**src/rtl/mem_stage.sv**
```systemverilog
// MEM stage of a five-stage MIPS pipeline: waits for data-SRAM responses, aligns load data,
// forwards to ID and hands completed instructions to WB, discarding responses orphaned by a flush.
module mem_stage #(
  parameter int ES_TO_MS_BUS_WD = 194,
  parameter int MS_TO_WS_BUS_WD = 158
) (
  input  logic                       clk,
  input  logic                       reset,
  input  logic                       ws_allowin,
  output logic                       ms_allowin,
  input  logic                       es_to_ms_valid,
  input  logic [ES_TO_MS_BUS_WD-1:0] es_to_ms_bus,
  output logic                       ms_to_ws_valid,
  output logic [MS_TO_WS_BUS_WD-1:0] ms_to_ws_bus,
  input  logic                       ws_flush,
  input  logic                       data_sram_data_ok,
  input  logic [31:0]                data_sram_rdata,
  output logic [40:0]                ms_to_ds_bus,
  output logic                       ms_load_block
);

  typedef enum logic [1:0] {IDLE, WAIT, HOLD, DISCARD} state_t;

  state_t                     state, state_next;
  logic                       ms_valid;
  logic                       ms_ready_go;
  logic [ES_TO_MS_BUS_WD-1:0] bus_q;
  logic [31:0]                buffer;

  // WB-format field positions: pc[31:0], final_result[63:32], dest[68:64], gr_we[72:69],
  // everything above passes through untouched.
  logic [31:0] rt_value, alu_result, pc, final_result, load_data, word;
  logic        mem_req, is_load, accept, accept_mem;
  logic [2:0]  load_op;
  logic [3:0]  gr_we_in, gr_we_out, merge_mask;
  logic [4:0]  dest;
  logic [1:0]  addr;
  logic [7:0]  byte_sel;
  logic [15:0] half_sel;

  assign rt_value   = bus_q[193:162];
  assign mem_req    = bus_q[161];
  assign load_op    = bus_q[160:158];
  assign gr_we_in   = bus_q[72:69];
  assign dest       = bus_q[68:64];
  assign alu_result = bus_q[63:32];
  assign pc         = bus_q[31:0];
  assign addr       = alu_result[1:0];
  assign is_load    = mem_req && (gr_we_in != 4'b0000);

  assign ms_ready_go    = !mem_req || (state == HOLD) || (state == WAIT && data_sram_data_ok);
  assign ms_allowin     = (state != DISCARD) && (!ms_valid || (ms_ready_go && ws_allowin));
  assign ms_to_ws_valid = ms_valid && ms_ready_go;
  assign ms_load_block  = ms_valid && is_load && !ms_ready_go;
  assign accept         = ms_allowin && es_to_ms_valid && !ws_flush;
  assign accept_mem     = accept && es_to_ms_bus[161];

  always_ff @(posedge clk or posedge reset) begin
    if (reset) begin
      state    <= IDLE;
      ms_valid <= 1'b0;
      bus_q    <= '0;
      buffer   <= '0;
    end else begin
      state <= state_next;
      if (ws_flush)
        ms_valid <= 1'b0;
      else if (ms_allowin)
        ms_valid <= es_to_ms_valid;
      if (ms_allowin && !ws_flush)
        bus_q <= es_to_ms_bus;
      if (state == WAIT && data_sram_data_ok && !ws_allowin && !ws_flush)
        buffer <= data_sram_rdata;
    end
  end

  // A flush while a request is in flight must still swallow its response.
  always_comb begin
    state_next = state;
    if (ws_flush) begin
      case (state)
        WAIT, DISCARD: state_next = data_sram_data_ok ? IDLE : DISCARD;
        default:       state_next = IDLE;
      endcase
    end else begin
      case (state)
        IDLE:    if (accept_mem) state_next = WAIT;
        WAIT:    if (data_sram_data_ok) state_next = ws_allowin ? (accept_mem ? WAIT : IDLE) : HOLD;
        HOLD:    if (ws_allowin) state_next = accept_mem ? WAIT : IDLE;
        DISCARD: if (data_sram_data_ok) state_next = IDLE;
        default: state_next = IDLE;
      endcase
    end
  end

  assign word = (state == HOLD) ? buffer : data_sram_rdata;

  always_comb begin
    byte_sel = word[7:0];
    case (addr)
      2'd0: byte_sel = word[7:0];
      2'd1: byte_sel = word[15:8];
      2'd2: byte_sel = word[23:16];
      2'd3: byte_sel = word[31:24];
      default: byte_sel = word[7:0];
    endcase
    half_sel = addr[1] ? word[31:16] : word[15:0];
  end

  // LWL/LWR merge memory bytes into rt; the mask tells WB which bytes changed.
  always_comb begin
    load_data  = word;
    merge_mask = 4'b1111;
    case (load_op)
      3'd1: load_data = {{24{byte_sel[7]}}, byte_sel};
      3'd2: load_data = {24'b0, byte_sel};
      3'd3: load_data = {{16{half_sel[15]}}, half_sel};
      3'd4: load_data = {16'b0, half_sel};
      3'd5: begin
        case (addr)
          2'd0: begin load_data = {word[7:0], rt_value[23:0]};  merge_mask = 4'b1000; end
          2'd1: begin load_data = {word[15:0], rt_value[15:0]}; merge_mask = 4'b1100; end
          2'd2: begin load_data = {word[23:0], rt_value[7:0]};  merge_mask = 4'b1110; end
          default: begin load_data = word; merge_mask = 4'b1111; end
        endcase
      end
      3'd6: begin
        case (addr)
          2'd0: begin load_data = word; merge_mask = 4'b1111; end
          2'd1: begin load_data = {rt_value[31:24], word[31:8]};  merge_mask = 4'b0111; end
          2'd2: begin load_data = {rt_value[31:16], word[31:16]}; merge_mask = 4'b0011; end
          default: begin load_data = {rt_value[31:8], word[31:24]}; merge_mask = 4'b0001; end
        endcase
      end
      default: load_data = word;
    endcase
  end

  assign final_result = is_load ? load_data : alu_result;
  assign gr_we_out    = (is_load && (load_op == 3'd5 || load_op == 3'd6)) ? merge_mask : gr_we_in;

  assign ms_to_ws_bus = {bus_q[157:73], gr_we_out, dest, final_result, pc};
  assign ms_to_ds_bus = {(ms_valid ? gr_we_out : 4'b0000), dest, final_result};

endmodule

```
**config.mk**
```make
export PLATFORM = sky130hd
export DESIGN_NAME = mem_stage
export DESIGN_NICKNAME = d
export VERILOG_FILES = /design/src/rtl/mem_stage.sv
export SDC_FILE = /design/constraint.sdc
export NUM_CORES = 1
export LEC_CHECK = 0
export CORE_MARGIN = 3
export CORE_UTILIZATION = 41
export DETAILED_ROUTE_END_ITERATION = 6
export PLACE_DENSITY = 0.76
export SLEW_MARGIN = 20
export SYNTH_ARGS = -nofsm -noshare
export SYNTH_HDL_FRONTEND = slang
export SYNTH_SLANG_ARGS = --single-unit
```
**constraint.sdc**
```tcl
create_clock -name clk -period 12.3 [get_ports clk]
set_input_delay 2.46 -clock clk [delete_from_list [all_inputs] [get_ports clk]]
set_output_delay 2.46 -clock clk [all_outputs]
set_load 0.02 [all_outputs]
```
==> results_dict.tcl <==
set metrics [dict create \
    synth_flop_cell "dfrtp_1" \
    first_global_vias 9810 \
    p_seq_share_pct 33.4 \
    status "finished, final reports clean" \
    hold_buffers 0 \
    hold_violations 0 \
    dr_total_vias 9506 \
    final_cell_area_um2 17200 \
    final_cell_mix "clkdlybuf4s50_1 (433), mux2_2 (239), dfrtp_1 (229)" \
    worst_slew_pin_slew_ns 1.16 \
    cts_max_level 1 \
    drt-wirelength-per-cell_um 23.9 \
    finalCriticalPeriod_ns 7.93 \
    worstPathArrival_ns 5.47 \
    tns_ns 0 \
    grt_max_degree 122 \
    critical_path_class "in2out" \
    core_um2 30700 \
    synth_edf_count 0 \
    ys_seq_area_share_pct 44.6 \
    fin_worst_skew_ns 0.0152 \
    netlist_area_um2 12800 \
    grt_pass1_wl_um 60700 \
    synth_cells 1061 \
    overflow 0 \
    endpoint_kind "output port" \
    p_leak_nw 7.08 \
    p_comb_share_pct 34.9 \
    track_usage_pct 23.6 \
    drtIter0Drc 624 \
    min_to "bus_q[151]$_DFFE_PP0P_" \
    io_pins 434 \
    irDropWorstVdd_mv 0.118 \
    post-cts-setup-buffer-count 0 \
    ys_ff_latch 229 \
    crit_required_ns 9.84 \
    clk_path_buf_depth 3 \
    syn_area_per_cell_um2 12.1 \
    drive_above_1_share_pct 24.4 \
    intPower_mw 1.95 \
    maxSlewViolCount 0 \
    switching_share_pct 32.2 \
    first_pass_iters 5 \
    path_clk_slew_ns 0.06 \
    pwr_density_cell_nw_per_um2 167 \
    final_common_cell "clkdlybuf4s50_1" \
    rr_worst_depth 7 \
    insertion_delay_ns 0.56 \
    die_w_um 183 \
    antenna_found_initial 8 \
    max-slew-margin-rel_pct 22.8 \
    ys_types 53 \
    numCtsBuffers 28 \
    ctsRootBufferMaster "clkbuf_16" \
    nets 1543 \
    ys_warn_count 0 \
    reg2reg_slack_ns 9.05 \
    max_freq_ghz 0.126 \
    clkPwrFrac_pct 31.8 \
    crit_fanout 8 \
    place_area_um2 16100 \
    min_period_over_period_pct 64.4 \
    holdPathStages 1 \
    rsz0062_at_grt "no" \
    synthesis.nets 1293 \
    setup_viol 0 \
    start_util_pct 41.8 \
    async_reset_ff_share_pct 100 \
    drv_cap 0 \
    cts_tree "done" \
    die_area_um2 33500 \
    place.gp.congestion 0.907 \
    drc 0 \
    area_growth_pct 33.7 \
    ant_nets 0 \
    vias_per_cell 5.50 \
    cts-resized-gates 0 \
    cts_sinks 229 \
    min_path_type "reg2reg" \
    switching_power_mw 0.924 \
    r2r-end "bus_q[103]$_DFFE_PP0P_" \
    min_from "bus_q[151]$_DFFE_PP0P_" \
    port_buffers 433 \
    startpoint_type "input pin" \
    rows 64 \
    drt_wl_total_um 41300 \
    hpwl_um 30800 \
    r2r-start "state[0]$_DFFE_PP0P_" \
    die_h_um 183 \
]
## stage by stage
step                      setup slack, ns  util [%]  hold slack [ns]  cells  total power [mW]
after detailed placement             4.49      52.4            0.479   1677              1.97
final                                4.37      55.8            0.488   1729              2.87
after floorplan                      3.56         -            0.458   1061              1.63
after global routing                 4.34      55.8            0.501   1729              2.99
after CTS                            4.49      55.8            0.493   1726              2.89
after global placement               4.61      52.4            0.467   1677              1.95
## flip-flops by register name, indices dropped and copies added (netlist names)
signal,count
bus_q,194
buffer,32
state,2
ms_valid,1
## layer usage
layer	vias up	track usage, %	wire, µm
met1	4709	28.4	15400
met4	10	10.5	2030
met3	105	7.02	3790
met5	-	0	66
li1	4201	-	-
met2	481	39.5	20000
## worst max-delay path by stage
| stage | slack, ns | start | endpoint |
|---|---|---|---|
| 2_1_floorplan | 3.56 | reset | buffer[0]$_DFFE_PP0P_ |
| 3_3_place_gp | 4.61 | data_sram_rdata[31] | ms_to_ws_bus[45] |
| 3_5_place_dp | 4.49 | data_sram_rdata[31] | ms_to_ds_bus[10] |
| 4_1_cts | 4.49 | data_sram_rdata[31] | ms_to_ds_bus[10] |
| 5_1_grt | 4.34 | data_sram_rdata[31] | ms_to_ws_bus[42] |
| 6_report | 4.37 | data_sram_rdata[31] | ms_to_ds_bus[10] |
## cell usage after synthesis (all sizes together), types with 2 or more instances
cell type  number  area share [%]
nor2b          14            0.68
mux4           18             3.2
nor4            2            0.21
nand2b          5            0.30
inv             8            0.23
clkbuf         24            0.70
a22oi           5            0.29
nand2          41             1.2
buf           201              12
and2            8            0.39
a21oi          33             1.3
mux2          255              22
and3b           2            0.14
a21boi          2            0.23
o211ai          3            0.18
o22ai          19            0.93
nor3            6            0.23
nor2           38             1.1
o21bai          4            0.23
nand3           2           0.078
a2111oi         4            0.27
or3             2           0.097
mux2i          48             3.7
o22a            3            0.20
o2bb2ai         6            0.41
o21ai          20            0.78
a21o            2            0.12
a222oi          2            0.16
a31oi          14            0.68
a221oi         22             1.5
a2bb2oi         6            0.41
dfrtp         229              45
## cell families after synthesis
| kind of cell | share of synthesized area [%] |
|---|---|
| flops | 44.6 |
| simple gates | 4.63 |
| compound gates | 8.35 |
| mux | 29.3 |
| buf+inv | 13.1 |
## area by class of cell
type,instances,area [µm²]
antenna,3,7.51
tap,396,495
sequential,229,5730
inverter,9,41.3
clock buffer,38,788
clock inverter,11,236
multi-input combinational,598,5440
timing repair buffer,445,4420
fill,2586,13600
## worst max-delay path: stages
cell and delay, ns:
clkdlybuf4s50_1 0.47, mux2_2 0.33, nor3_1 0.30, nor4_4 0.12, a21oi_1 0.86, a221oi_1 0.28, clkdlybuf4s50_1 0.63
## power groups by stage
| stage | registers (mW) | clock network [mW] | logic (mW) |
|---|---|---|---|
| 2_1_floorplan | 0.935 | 0 | 0.693 |
| 3_3_place_gp | 0.961 | 0 | 0.989 |
| 3_5_place_dp | 0.968 | 0 | 1.00 |
| 4_1_cts | 0.956 | 0.933 | 1.00 |
| 5_1_grt | 0.973 | 0.967 | 1.05 |
| 6_report | 0.957 | 0.912 | 1.00 |
Power figures use the tool's default switching activity.
